## src/rtl/subleq_run_ctrl_if.sv

```systemverilog
// Purpose : bundles the key, CPU-status and debug signals of the subleq run/step sequencer.
// Latency : n/a (wiring only).
// Backpressure: none; all signals are plain levels or single-cycle pulses.
//
// Ports (slave = sequencer side):
//   iRunKey, iStepKey     asynchronous key levels, active high
//   iLimit                prescaler compare; one enable slot every iLimit+1 cycles
//   iBreakEn, iBreakAddr  instruction-address breakpoint
//   iIP, iPhase           CPU instruction pointer and phase counter
//   oCpuEnable            one-cycle CPU advance pulse
//   oState                0 HALT, 1 RUN, 2 STEP, 3 BREAK
//   oRetired              instructions retired since reset
//   oStopPending          pause requested, waiting for the instruction to finish
interface subleq_run_ctrl_if #(
    parameter int IP_WIDTH    = 13,
    parameter int LIMIT_WIDTH = 8
);
    logic                   iRunKey;
    logic                   iStepKey;
    logic [LIMIT_WIDTH-1:0] iLimit;
    logic                   iBreakEn;
    logic [IP_WIDTH-1:0]    iBreakAddr;
    logic [IP_WIDTH-1:0]    iIP;
    logic [1:0]             iPhase;
    logic                   oCpuEnable;
    logic [1:0]             oState;
    logic [31:0]            oRetired;
    logic                   oStopPending;

    modport slave (
        input  iRunKey, iStepKey, iLimit, iBreakEn, iBreakAddr, iIP, iPhase,
        output oCpuEnable, oState, oRetired, oStopPending
    );

    modport master (
        output iRunKey, iStepKey, iLimit, iBreakEn, iBreakAddr, iIP, iPhase,
        input  oCpuEnable, oState, oRetired, oStopPending
    );
endinterface

```

## src/rtl/subleq_run_ctrl.sv

```systemverilog
// Purpose : run/step/breakpoint sequencer producing the subleq CPU clock-enable.
// Latency : key to state change 3 clocks; oCpuEnable is combinational from state/prescaler.
// Backpressure: none; stops only take effect at instruction boundaries.
//
// Ports:
//   iClock, iReset  clock and synchronous active-high reset
//   bus             subleq_run_ctrl_if.slave (keys, limit, breakpoint, CPU IP/phase in;
//                   enable, state, retired count, stop-pending out)
// RETIRE_PRELOAD is the reset value of the retired counter (0 in normal use).
module subleq_run_ctrl #(
    parameter int          IP_WIDTH       = 13,
    parameter int          PHASES         = 4,
    parameter int          LIMIT_WIDTH    = 8,
    parameter logic [31:0] RETIRE_PRELOAD = 32'd0
) (
    input  logic              iClock,
    input  logic              iReset,
    subleq_run_ctrl_if.slave  bus
);
    typedef enum logic [1:0] {
        ST_HALT  = 2'd0,
        ST_RUN   = 2'd1,
        ST_STEP  = 2'd2,
        ST_BREAK = 2'd3
    } state_t;

    localparam logic [1:0] LAST_PHASE = 2'(PHASES - 1);

    state_t                 state_q;
    state_t                 state_d;
    logic                   run_s1, run_s2, run_prev;
    logic                   step_s1, step_s2, step_prev;
    logic                   run_pulse;
    logic                   step_pulse;
    logic [LIMIT_WIDTH-1:0] presc_q;
    logic                   tick;
    logic                   bphit;
    logic                   armed_q;
    logic                   pend_q;
    logic [31:0]            retired_q;
    logic                   cpu_en;
    logic                   retire;
    logic                   enter_run;

    // Key synchronizers; prev flop turns a held level into one pulse.
    always_ff @(posedge iClock) begin
        if (iReset) begin
            run_s1    <= 1'b0;
            run_s2    <= 1'b0;
            run_prev  <= 1'b0;
            step_s1   <= 1'b0;
            step_s2   <= 1'b0;
            step_prev <= 1'b0;
        end else begin
            run_s1    <= bus.iRunKey;
            run_s2    <= run_s1;
            run_prev  <= run_s2;
            step_s1   <= bus.iStepKey;
            step_s2   <= step_s1;
            step_prev <= step_s2;
        end
    end

    assign run_pulse  = run_s2 & ~run_prev;
    assign step_pulse = step_s2 & ~step_prev;

    // Free-running prescaler; a count stranded above a lowered limit restarts without a tick.
    assign tick = (presc_q == bus.iLimit);

    always_ff @(posedge iClock) begin
        if (iReset) begin
            presc_q <= '0;
        end else if (presc_q >= bus.iLimit) begin
            presc_q <= '0;
        end else begin
            presc_q <= presc_q + 1'b1;
        end
    end

    // Breakpoint matches only at the start of an instruction.
    assign bphit = bus.iBreakEn & armed_q & (bus.iPhase == 2'd0) & (bus.iIP == bus.iBreakAddr);

    // State register
    always_ff @(posedge iClock) begin
        if (iReset) begin
            state_q <= ST_HALT;
        end else begin
            state_q <= state_d;
        end
    end

    // Next-state logic
    always_comb begin
        state_d = state_q;
        case (state_q)
            ST_HALT, ST_BREAK: begin
                if (run_pulse) begin
                    state_d = ST_RUN;
                end else if (step_pulse) begin
                    state_d = ST_STEP;
                end
            end
            ST_RUN: begin
                if (bphit & tick) begin
                    state_d = ST_BREAK;
                end else if (retire & (pend_q | run_pulse)) begin
                    state_d = ST_HALT;
                end
            end
            ST_STEP: begin
                if (retire) begin
                    state_d = ST_HALT;
                end
            end
            default: state_d = ST_HALT;
        endcase
    end

    // Output logic; reset forces the enable low even before the state settles.
    always_comb begin
        cpu_en = 1'b0;
        if (!iReset && tick) begin
            if (state_q == ST_STEP) begin
                cpu_en = 1'b1;
            end else if (state_q == ST_RUN && !bphit) begin
                cpu_en = 1'b1;
            end
        end
    end

    assign retire    = cpu_en & (bus.iPhase == LAST_PHASE);
    assign enter_run = (state_d == ST_RUN) & (state_q != ST_RUN);

    // Clearing armed on entry to RUN lets a resumed breakpoint instruction execute once.
    always_ff @(posedge iClock) begin
        if (iReset) begin
            armed_q   <= 1'b0;
            pend_q    <= 1'b0;
            retired_q <= RETIRE_PRELOAD;
        end else begin
            if (retire) begin
                retired_q <= retired_q + 32'd1;
            end
            if (enter_run) begin
                armed_q <= 1'b0;
            end else if (retire) begin
                armed_q <= 1'b1;
            end
            if (state_q == ST_RUN) begin
                if (retire & (pend_q | run_pulse)) begin
                    pend_q <= 1'b0;
                end else if (run_pulse) begin
                    pend_q <= 1'b1;
                end
            end
        end
    end

    assign bus.oCpuEnable   = cpu_en;
    assign bus.oState       = state_q;
    assign bus.oRetired     = retired_q;
    assign bus.oStopPending = pend_q;
endmodule
```

## src/flat_wrapper.sv

```systemverilog
// flat-port wrapper written by rule: the top's interface ports become plain ports
module subleq_run_ctrl_flat 
#(
    parameter int          IP_WIDTH       = 13,
    parameter int          PHASES         = 4,
    parameter int          LIMIT_WIDTH    = 8,
    parameter logic [31:0] RETIRE_PRELOAD = 32'd0
)
  (iClock, iReset, bus_iRunKey, bus_iStepKey, bus_iLimit, bus_iBreakEn, bus_iBreakAddr, bus_iIP, bus_iPhase, bus_oCpuEnable, bus_oState, bus_oRetired, bus_oStopPending);
  subleq_run_ctrl_if #(.IP_WIDTH(IP_WIDTH), .LIMIT_WIDTH(LIMIT_WIDTH)) bus_i ();
  input  logic iClock;
  input  logic iReset;
  input wire logic [$bits(bus_i.iRunKey)-1:0] bus_iRunKey;
  input wire logic [$bits(bus_i.iStepKey)-1:0] bus_iStepKey;
  input wire logic [$bits(bus_i.iLimit)-1:0] bus_iLimit;
  input wire logic [$bits(bus_i.iBreakEn)-1:0] bus_iBreakEn;
  input wire logic [$bits(bus_i.iBreakAddr)-1:0] bus_iBreakAddr;
  input wire logic [$bits(bus_i.iIP)-1:0] bus_iIP;
  input wire logic [$bits(bus_i.iPhase)-1:0] bus_iPhase;
  output wire logic [$bits(bus_i.oCpuEnable)-1:0] bus_oCpuEnable;
  output wire logic [$bits(bus_i.oState)-1:0] bus_oState;
  output wire logic [$bits(bus_i.oRetired)-1:0] bus_oRetired;
  output wire logic [$bits(bus_i.oStopPending)-1:0] bus_oStopPending;
  assign bus_i.iRunKey = bus_iRunKey;
  assign bus_i.iStepKey = bus_iStepKey;
  assign bus_i.iLimit = bus_iLimit;
  assign bus_i.iBreakEn = bus_iBreakEn;
  assign bus_i.iBreakAddr = bus_iBreakAddr;
  assign bus_i.iIP = bus_iIP;
  assign bus_i.iPhase = bus_iPhase;
  assign bus_oCpuEnable = bus_i.oCpuEnable;
  assign bus_oState = bus_i.oState;
  assign bus_oRetired = bus_i.oRetired;
  assign bus_oStopPending = bus_i.oStopPending;
  subleq_run_ctrl #(.IP_WIDTH(IP_WIDTH), .PHASES(PHASES), .LIMIT_WIDTH(LIMIT_WIDTH), .RETIRE_PRELOAD(RETIRE_PRELOAD)) u_core (.iClock(iClock), .iReset(iReset), .bus(bus_i));
endmodule
```

## config.mk

```make
export PLATFORM = sky130hd
export DESIGN_NAME = subleq_run_ctrl_flat
export DESIGN_NICKNAME = d
export VERILOG_FILES = /design/src/rtl/subleq_run_ctrl_if.sv /design/src/rtl/subleq_run_ctrl.sv /design/src/flat_wrapper.sv
export SDC_FILE = /design/constraint.sdc
export NUM_CORES = 1
export LEC_CHECK = 0
export ABC_AREA = 0
export CAP_MARGIN = 20
export CORE_MARGIN = 4
export CORE_UTILIZATION = 48
export DETAILED_ROUTE_END_ITERATION = 8
export GPL_TIMING_DRIVEN = 0
export PLACE_DENSITY = 0.78
export RECOVER_POWER = 100
export SETUP_SLACK_MARGIN = 0.2
export SLEW_MARGIN = 20
export SYNTH_ARGS = -nofsm -noshare
export SYNTH_HDL_FRONTEND = slang
export SYNTH_SLANG_ARGS = --single-unit
export TNS_END_PERCENT = 20
```

## constraint.sdc

```tcl
create_clock -name iClock -period 2.8 [get_ports iClock]
set_input_delay 0.42 -clock iClock [delete_from_list [all_inputs] [get_ports iClock]]
set_output_delay 0.42 -clock iClock [all_outputs]
set_load 0.01 [all_outputs]
```

==> results.yml, run 1 <==
route:
  ant_nets: 0
  vias: 2568
  via_per_inst: 5.51
  firstDrtPassIters: 4
  first_iter_violations: 121
  drc: 0
  detail_route.wl_per_cell_um: 14.1
  routed_wirelength_um: 6570
yosys:
  syn-num-nets: 366
  yosysWarnings: 0
  ys_types: 39
  synth_cells: 313
  avgSynthCellArea_um2: 8.48
  ys_ff_latch: 50
  synth-seq-area-share_pct: 37.7
  synth_edf_count: 0
  async_flop_share_pct: 0
  synthesis.area_um2: 2650
  synth_ff_type: "dfxtp_1"
final_layout:
  diodes: 0
  syn_to_final_growth_pct: 37.4
  final_cells: 466
  final_nets: 448
  drive_above_1_share_pct: 5.30
pwr:
  peakVddDrop_uv: 371
  power.density_nw_per_um2: 406
  power_leakage_nw: 1.36
grt:
  antenna_found_initial: 0
  grt_pass1_vias: 2461
  grt_pass1_wl_um: 10600
  grt_max_degree: 16
  grtUsageTotal_pct: 19.8
  grt_overflow: 0
clock_tree:
  root_buffer: "clkbuf_8"
  post_cts_buffers: 0
  cts_made_buffers: 5
  cts_tree: "built"
  cts_sinks: 50
  path_clk_slew_ns: 0.09
  cts_buffer_depth: 2
  insertion_delay_ns: 0.30
  htree_levels: 2
floorplanning:
  rows: 26
  initial_utilization_pct: 50.7
  die_h_um: 82.4
  fp.dieW_um: 82.4
  die_area_um2: 6780
  core_area_um2: 5240
  ios: 77
worst_setup_path:
  arrival_ns: 2.83
  crit_path_start_kind: "input port"
  endpoint_kind: "register"
  critPathRequiredTime_ns: 3.04
  crit_type: "input port to register"
  cp_max_fo: 8
timing:
  fin_crit_ns: 2.59
  rsz0062_at_grt: "no"
  period_share_pct: 92.5
  holdWs_ns: 0.447
  clock.fmax_mhz: 386
  worst_pin_slew_ns: 0.965
  setup_tns_ns: 0
  finClkSkew_ns: 0.0126
  finalHoldViolations: 0
  drv_slew: 0
  setup_violations: 0
  slew_headroom_pct: 35.1
run:
  maxCapViolations: 0
place:
  gp_congestion: 0.836
  numPortBuffers: 75
  dp_hpwl_um: 5040
  place_inst: 458
outcome:
  status: "completed"
worst_hold_path:
  hold_path_class: "register to register"
[through the flow]
step | worst slack, ns | utilization (%) | power, mW | instance area (um^2)
after floorplan | 0.606 | - | 0.890 | 2650
after global placement | -0.232 | 66.7 | 0.988 | 3490
after detailed placement | -0.240 | 66.7 | 0.997 | 3490
after CTS | 0.126 | 68.9 | 1.49 | 3610
after global routing | 0.0961 | 69.6 | 1.55 | 3650
final | 0.210 | 69.6 | 1.48 | 3650
[worst max-delay path, cell delays in order]
cell             delay, ns
clkdlybuf4s50_1       0.45
inv_1                 0.04
ha_1                  0.29
and4_1                0.26
nand2_1               0.16
or3_1                 0.40
clkbuf_4              0.19
or4_1                 0.47
a21oi_1               0.14
[routing by layer]
layer / up-vias / part of all wire [%] / track usage [%]
met2: 72 / 49 / 34.2
met4: 0 / 1.3 / 6.64
met1: 1190 / 43 / 23.1
met3: 10 / 6.6 / 6.18
met5: - / 0 / 0
li1: 1296 / - / -
[where the power goes]
group / internal [mW] / switching, mW
Clock: 0.267 / 0.234
Sequential: 0.726 / 0.0126
Combinational: 0.126 / 0.116
Total: 1.12 / 0.362
[cell type report]
class / instances / area (um^2)
multi-input cells: 233 / 1570
repair buffers: 75 / 749
plain buffers: 11 / 56.3
inverters: 19 / 71.3
flip-flops and latches: 50 / 1000
well taps: 70 / 87.6
clock inverters: 2 / 37.5
clock buffers: 6 / 72.6
fillers: 444 / 1590
[Yosys cell counts (10+ instances only)]
cell type | instances | area [um^2]
nand4_1 | 13 | 81.3
nand3_1 | 14 | 70.1
nor2_1 | 18 | 67.6
o21ai_0 | 16 | 80.1
inv_1 | 19 | 71.3
or3_1 | 16 | 100
xnor2_1 | 28 | 245
nor2b_1 | 10 | 62.6
ha_1 | 12 | 150
nand2_1 | 15 | 56.3
nor3_1 | 16 | 80.1
dfxtp_1 | 50 | 1000
a21oi_1 | 23 | 115
[state kept, by name, indices dropped and copies added (netlist names)]
signal and cells:
u_core.bus.oStopPending 1, u_core.step_prev 1, u_core.run_prev 1, u_core.armed_q 1
u_core.bus.oRetired 32, u_core.presc_q 8, u_core.run_s1 1, u_core.step_s1 1
u_core.bus.oState 2, u_core.step_s2 1, u_core.run_s2 1
[placed cells by master, fill, tap and decap left out, types with 5 or more instances in the layout]
master / count
a21oi_1: 23
and3_1: 5
and4_1: 6
clkbuf_1: 7
clkbuf_8: 5
clkdlybuf4s50_1: 39
dfxtp_1: 50
dlygate4sd3_1: 35
ha_1: 10
inv_1: 19
nand2_1: 15
nand3_1: 13
nand4_1: 13
nor2_1: 18
nor2b_1: 10
nor3_1: 16
nor4_1: 7
o21ai_0: 16
or3_1: 15
xnor2_1: 28
xor2_1: 5
[timing repair]
action	in CTS	in global routing
setup endpoints to repair	8	18
hold buffers	0	0
resized for setup	3	16
pin swaps	0	2
[kinds of logic after synthesis]
family / share of synthesized area (%)
AOI/OAI and AO/OA: 12.1
buffers and inverters: 4.71
DFF: 37.7
and+or+nand+nor: 28.5
xor gates and xnor gates: 10.9
muxes: 0.377
adders and majority gates: 5.66
[final timing paths]
path	from	end	slack, ns	depth (start not counted)
worst max-delay path	bus_iLimit[1]	u_core.bus.oRetired[27]$_SDFFE_PP0P_	0.21	9
worst min-delay path	u_core.run_s1$_SDFF_PP0_	u_core.run_s2$_SDFF_PP0_	0.45	1
worst max register to register	u_core.presc_q[0]$_SDFF_PP0_	u_core.bus.oRetired[27]$_SDFFE_PP0P_	0.41	8
worst min register to register	u_core.run_s1$_SDFF_PP0_	u_core.run_s2$_SDFF_PP0_	0.45	1
Power figures use the tool's default switching activity.
==> run 2, diff against run 1 <==
SETUP_SLACK_MARGIN = 0.05   (was 0.2)
==> results.yml, run 2 (synthesis results as in run 1) <==
clock_tree:
  cts_sinks: 50
  cts_tree: "built"
  insertion_delay_ns: 0.30
  cts_buffer_depth: 2
  post_cts_buffers: 0
  path_clk_slew_ns: 0.09
  root_buffer: "clkbuf_8"
  htree_levels: 2
  cts_made_buffers: 5
timing:
  clock.fmax_mhz: 376
  rsz0062_at_grt: "yes"
  drv_slew: 0
  finalHoldViolations: 0
  finClkSkew_ns: 0.0128
  setup_violations: 0
  worst_pin_slew_ns: 0.952
  slew_headroom_pct: 36.0
  fin_crit_ns: 2.66
  period_share_pct: 95.0
  setup_slack_ns: 0.140
floorplanning:
  die_h_um: 82.4
  core_area_um2: 5240
  initial_utilization_pct: 50.7
  fp.dieW_um: 82.4
  rows: 26
  ios: 77
  die_area_um2: 6780
pwr:
  peakVddDrop_uv: 372
  power_leakage_nw: 1.35
  finalPower_mw: 1.48
  power.density_nw_per_um2: 409
worst_setup_path:
  reg2reg_slack_ns: 0.38
  endpoint_kind: "register"
  worst_r2r_endpoint: "u_core.bus.oRetired[30]$_SDFFE_PP0P_"
  critPathRequiredTime_ns: 3.03
  crit_type: "input port to register"
  crit_path_start_kind: "input port"
  cp_max_fo: 10
  arrival_ns: 2.89
  reg2reg_from: "u_core.presc_q[0]$_SDFF_PP0_"
  reg2reg_depth: 8
grt:
  grt_pass1_vias: 2461
  antenna_found_initial: 0
  grt_overflow: 0
  grt_pass1_wl_um: 10600
  grt_max_degree: 16
  grtUsageTotal_pct: 19.8
worst_hold_path:
  whs_path_depth: 1
  min_from: "u_core.run_s1$_SDFF_PP0_"
  holdPathEnd: "u_core.run_s2$_SDFF_PP0_"
  hold_path_class: "register to register"
final_layout:
  fillCellCount: 449
  largest_register_ffs: 32
  syn_to_final_growth_pct: 35.8
  final_cell_mix: "dfxtp_1, clkdlybuf4s50_1, dlygate4sd3_1"
  layout_commonest_cell: "dfxtp_1"
  final_cells: 466
  final_nets: 448
  diodes: 0
  post-route-cell-area_um2: 3600
  drive_above_1_share_pct: 4.55
route:
  drc: 0
  routed_wirelength_um: 6460
  top_layer: "met4"
  wl_met2_um: 3130
  wl_met3_um: 415
  ant_nets: 0
  vias: 2551
  detail_route.wl_per_cell_um: 13.9
  firstDrtPassIters: 4
  first_iter_violations: 97
  met1_length_um: 2820
  via_per_inst: 5.47
place:
  numPortBuffers: 75
  dp_hpwl_um: 5040
  postPlaceCellArea_um2: 3490
  dpl_worst_slack_ns: -0.240
  gp_congestion: 0.836
  place_inst: 458
run:
  maxCapViolations: 0
outcome:
  status: "completed"
[run 2: how the worst max path moves through the flow]
stage | slack [ns] | endpoint | depth (start not counted) | startpoint
2_1_floorplan | 0.61 | u_core.bus.oRetired[27]$_SDFFE_PP0P_ | 8 | bus_iLimit[2]
3_3_place_gp | -0.23 | u_core.bus.oRetired[28]$_SDFFE_PP0P_ | 9 | bus_iLimit[7]
3_5_place_dp | -0.24 | u_core.bus.oRetired[28]$_SDFFE_PP0P_ | 9 | bus_iLimit[7]
4_1_cts | 0.13 | u_core.bus.oRetired[30]$_SDFFE_PP0P_ | 9 | bus_iLimit[7]
5_1_grt | 0.03 | bus_oCpuEnable | 6 | bus_iBreakAddr[10]
6_report | 0.14 | u_core.bus.oRetired[30]$_SDFFE_PP0P_ | 9 | bus_iLimit[7]
[run 2: worst max-delay path, stage by stage]
cell,delay (ns)
clkdlybuf4s50_1,0.46
inv_1,0.04
ha_1,0.31
and4_2,0.30
nand3_2,0.13
or3_1,0.52
clkbuf_2,0.24
or3_1,0.33
a21oi_1,0.13
[run 2: layout make-up]
cell class              count  area, um^2  share of cell area (%)
repair buffers             75         749                    20.8
flip-flops and latches     50        1000                    27.8
clock inverters             2        37.5                    1.04
well taps                  70        87.6                    2.43
clock buffers               6        72.6                    2.01
multi-input cells         233        1540                    42.6
inverters                  19        71.3                    1.98
plain buffers              11        47.5                    1.32
[run 2: repair_timing]
action | 4_1_cts | 5_1_grt
hold buffers | 0 | 0
setup endpoints to repair | 1 | 3
gates resized for setup | 3 | 3
pin swaps | 0 | 0
[run 2: metrics by stage]
step / TNS [ns] / util, % / hold WS (ns)
global placement: -1.33 / 66.7 / 0.422
CTS: 0 / 68.9 / 0.404
finish: 0 / 68.8 / 0.447
detailed placement: -1.80 / 66.7 / 0.428
floorplan: 0 / - / 0.414
global route: 0 / 68.8 / 0.467
[run 2: metal layers]
layer / GRT usage, % / vias up
met3: 6.18 / 11
met4: 6.64 / 0
met2: 34.2 / 66
met5: 0 / -
met1: 23.1 / 1186
li1: - / 1288
[run 2: where the power goes]
group,switching [mW],internal (mW)
registers,0.0128,0.726
logic,0.116,0.124
clock network,0.230,0.267
total,0.359,1.12
==> run 3, diff against run 2 <==
CORE_UTILIZATION = 50   (was 48)
CTS_CLUSTER_DIAMETER = 50   (was not set)
PLACE_DENSITY = 0.81   (was 0.78)
clock period = 3.1 ns   (was 2.8 ns; I/O delays follow)
==> results.yml, run 3 (synthesis results as in run 1) <==
outcome:
  status: "completed"
clock_tree:
  cts_made_buffers: 5
  path_clk_slew_ns: 0.09
  cts_buffer_depth: 2
  root_buffer: "clkbuf_8"
  insertion_delay_ns: 0.31
  post_cts_buffers: 0
  cts_tree: "built"
  cts_hold_buf: 0
  cts_resized: 0
  cts_sinks: 50
  htree_levels: 2
worst_setup_path:
  reg2reg_depth: 9
  reg2reg_from: "u_core.presc_q[0]$_SDFF_PP0_"
  crit_path_start_kind: "input port"
  crit_end: "bus_oCpuEnable"
  cp_max_fo: 4
  endpoint_kind: "output port"
  path_cells: "clkdlybuf4s50_1, inv_1, ha_1, and4_1, nand3_1, a21oi_1, clkdlybuf4s50_1"
  reg2reg_slack_ns: 0.53
  crit_top_cell: "clkdlybuf4s50_1"
  critPathRequiredTime_ns: 2.63
  arrival_ns: 2.43
  crit_slowest_cell: "clkdlybuf4s50_1"
  critical_path_buf_inv_count: 3
  max_stage_delay_ns: 0.57
  cp_top_family: "buffers and inverters"
  cp.depth: 7
  crit_type: "input port to output port"
  critPathLaunch: "bus_iLimit[3]"
  worst_r2r_endpoint: "u_core.bus.oRetired[29]$_SDFFE_PP0P_"
final_layout:
  layout_commonest_cell: "dfxtp_1"
  seqCellArea_um2: 1000
  final_nets: 448
  final_cell_mix: "dfxtp_1, clkdlybuf4s50_1, dlygate4sd3_1"
  diodes: 0
  fin_util_pct: 69.4
  final_cells: 466
  largest_register_ffs: 32
  fillCellCount: 454
  syn_to_final_growth_pct: 34.5
  drive_above_1_share_pct: 3.28
  multiInputGateArea_um2: 1530
route:
  routed_wirelength_um: 6920
  first_iter_violations: 152
  ant_nets: 0
  drc: 0
  detail_route.wl_per_cell_um: 14.9
  firstDrtPassIters: 4
  via_per_inst: 5.65
  vias: 2635
grt:
  grt_max_degree: 17
  grtUsageTotal_pct: 21.9
  antenna_found_initial: 0
  grt_pass1_wl_um: 11400
  grt_overflow: 0
  grt_pass1_vias: 2537
pwr:
  power_leakage_nw: 1.34
  peakVddDrop_uv: 255
  power.density_nw_per_um2: 355
timing:
  worst_pin_slew_ns: 0.875
  rsz0062_at_grt: "no"
  finalHoldViolations: 0
  drv_slew: 0
  finClkSkew_ns: 0.00818
  fin_crit_ns: 2.90
  holdWs_ns: 0.458
  setup_tns_ns: 0
  period_share_pct: 93.5
  setup_violations: 0
  slew_headroom_pct: 41.1
  clock.fmax_mhz: 345
floorplanning:
  ios: 77
  die_h_um: 80.9
  initial_utilization_pct: 51.6
  fp.dieW_um: 80.9
  die_area_um2: 6540
  core_area_um2: 5140
  rows: 26
place:
  numPortBuffers: 75
  dp_hpwl_um: 5280
  place_inst: 458
  gp_congestion: 0.810
worst_hold_path:
  hold_path_class: "register to register"
run:
  maxCapViolations: 0
run 3: through the flow:
step | total power [mW] | area, um^2 | worst slack, ns
floorplan | 0.804 | 2650 | 0.861
global placement | 0.895 | 3490 | 0.129
detailed placement | 0.902 | 3490 | 0.0947
CTS | 1.28 | 3580 | 0.202
global route | 1.33 | 3570 | 0.0565
finish | 1.27 | 3570 | 0.201
run 3: how the worst min path moves through the flow:
stage / startpoint / to / slack, ns / cells past startpoint
after detailed placement: u_core.run_s1$_SDFF_PP0_ / u_core.run_s2$_SDFF_PP0_ / 0.43 / 1
after global placement: u_core.step_s1$_SDFF_PP0_ / u_core.step_s2$_SDFF_PP0_ / 0.43 / 1
after floorplan: u_core.run_s1$_SDFF_PP0_ / u_core.run_s2$_SDFF_PP0_ / 0.41 / 1
final: u_core.run_s1$_SDFF_PP0_ / u_core.run_s2$_SDFF_PP0_ / 0.46 / 1
after global routing: u_core.run_s1$_SDFF_PP0_ / u_core.run_s2$_SDFF_PP0_ / 0.47 / 1
after CTS: iReset / u_core.bus.oState[1]$_SDFF_PP0_ / 0.45 / 2
run 3: metal layers:
layer  vias up  GRT usage [%]  wire [um]
li1       1291              -          -
met1      1241           26.7       2910
met2        96           38.0       3340
met3         7           5.21        594
met4         0           6.93         78
met5         -              0          0
run 3: area by class of cell:
class,instances,area share [%]
multi-input cells,233,42.8
well taps,70,2.45
clock inverters,3,0.526
plain buffers,11,1.23
repair buffers,75,21.0
clock buffers,5,1.93
inverters,19,2.00
flip-flops and latches,50,28.0
run 3: power breakdown:
part,internal (mW),switching (mW),leakage (nW)
clock,0.159,0.222,0.0483
combinational,0.112,0.106,0.886
sequential,0.656,0.0121,0.405
total,0.927,0.340,1.34
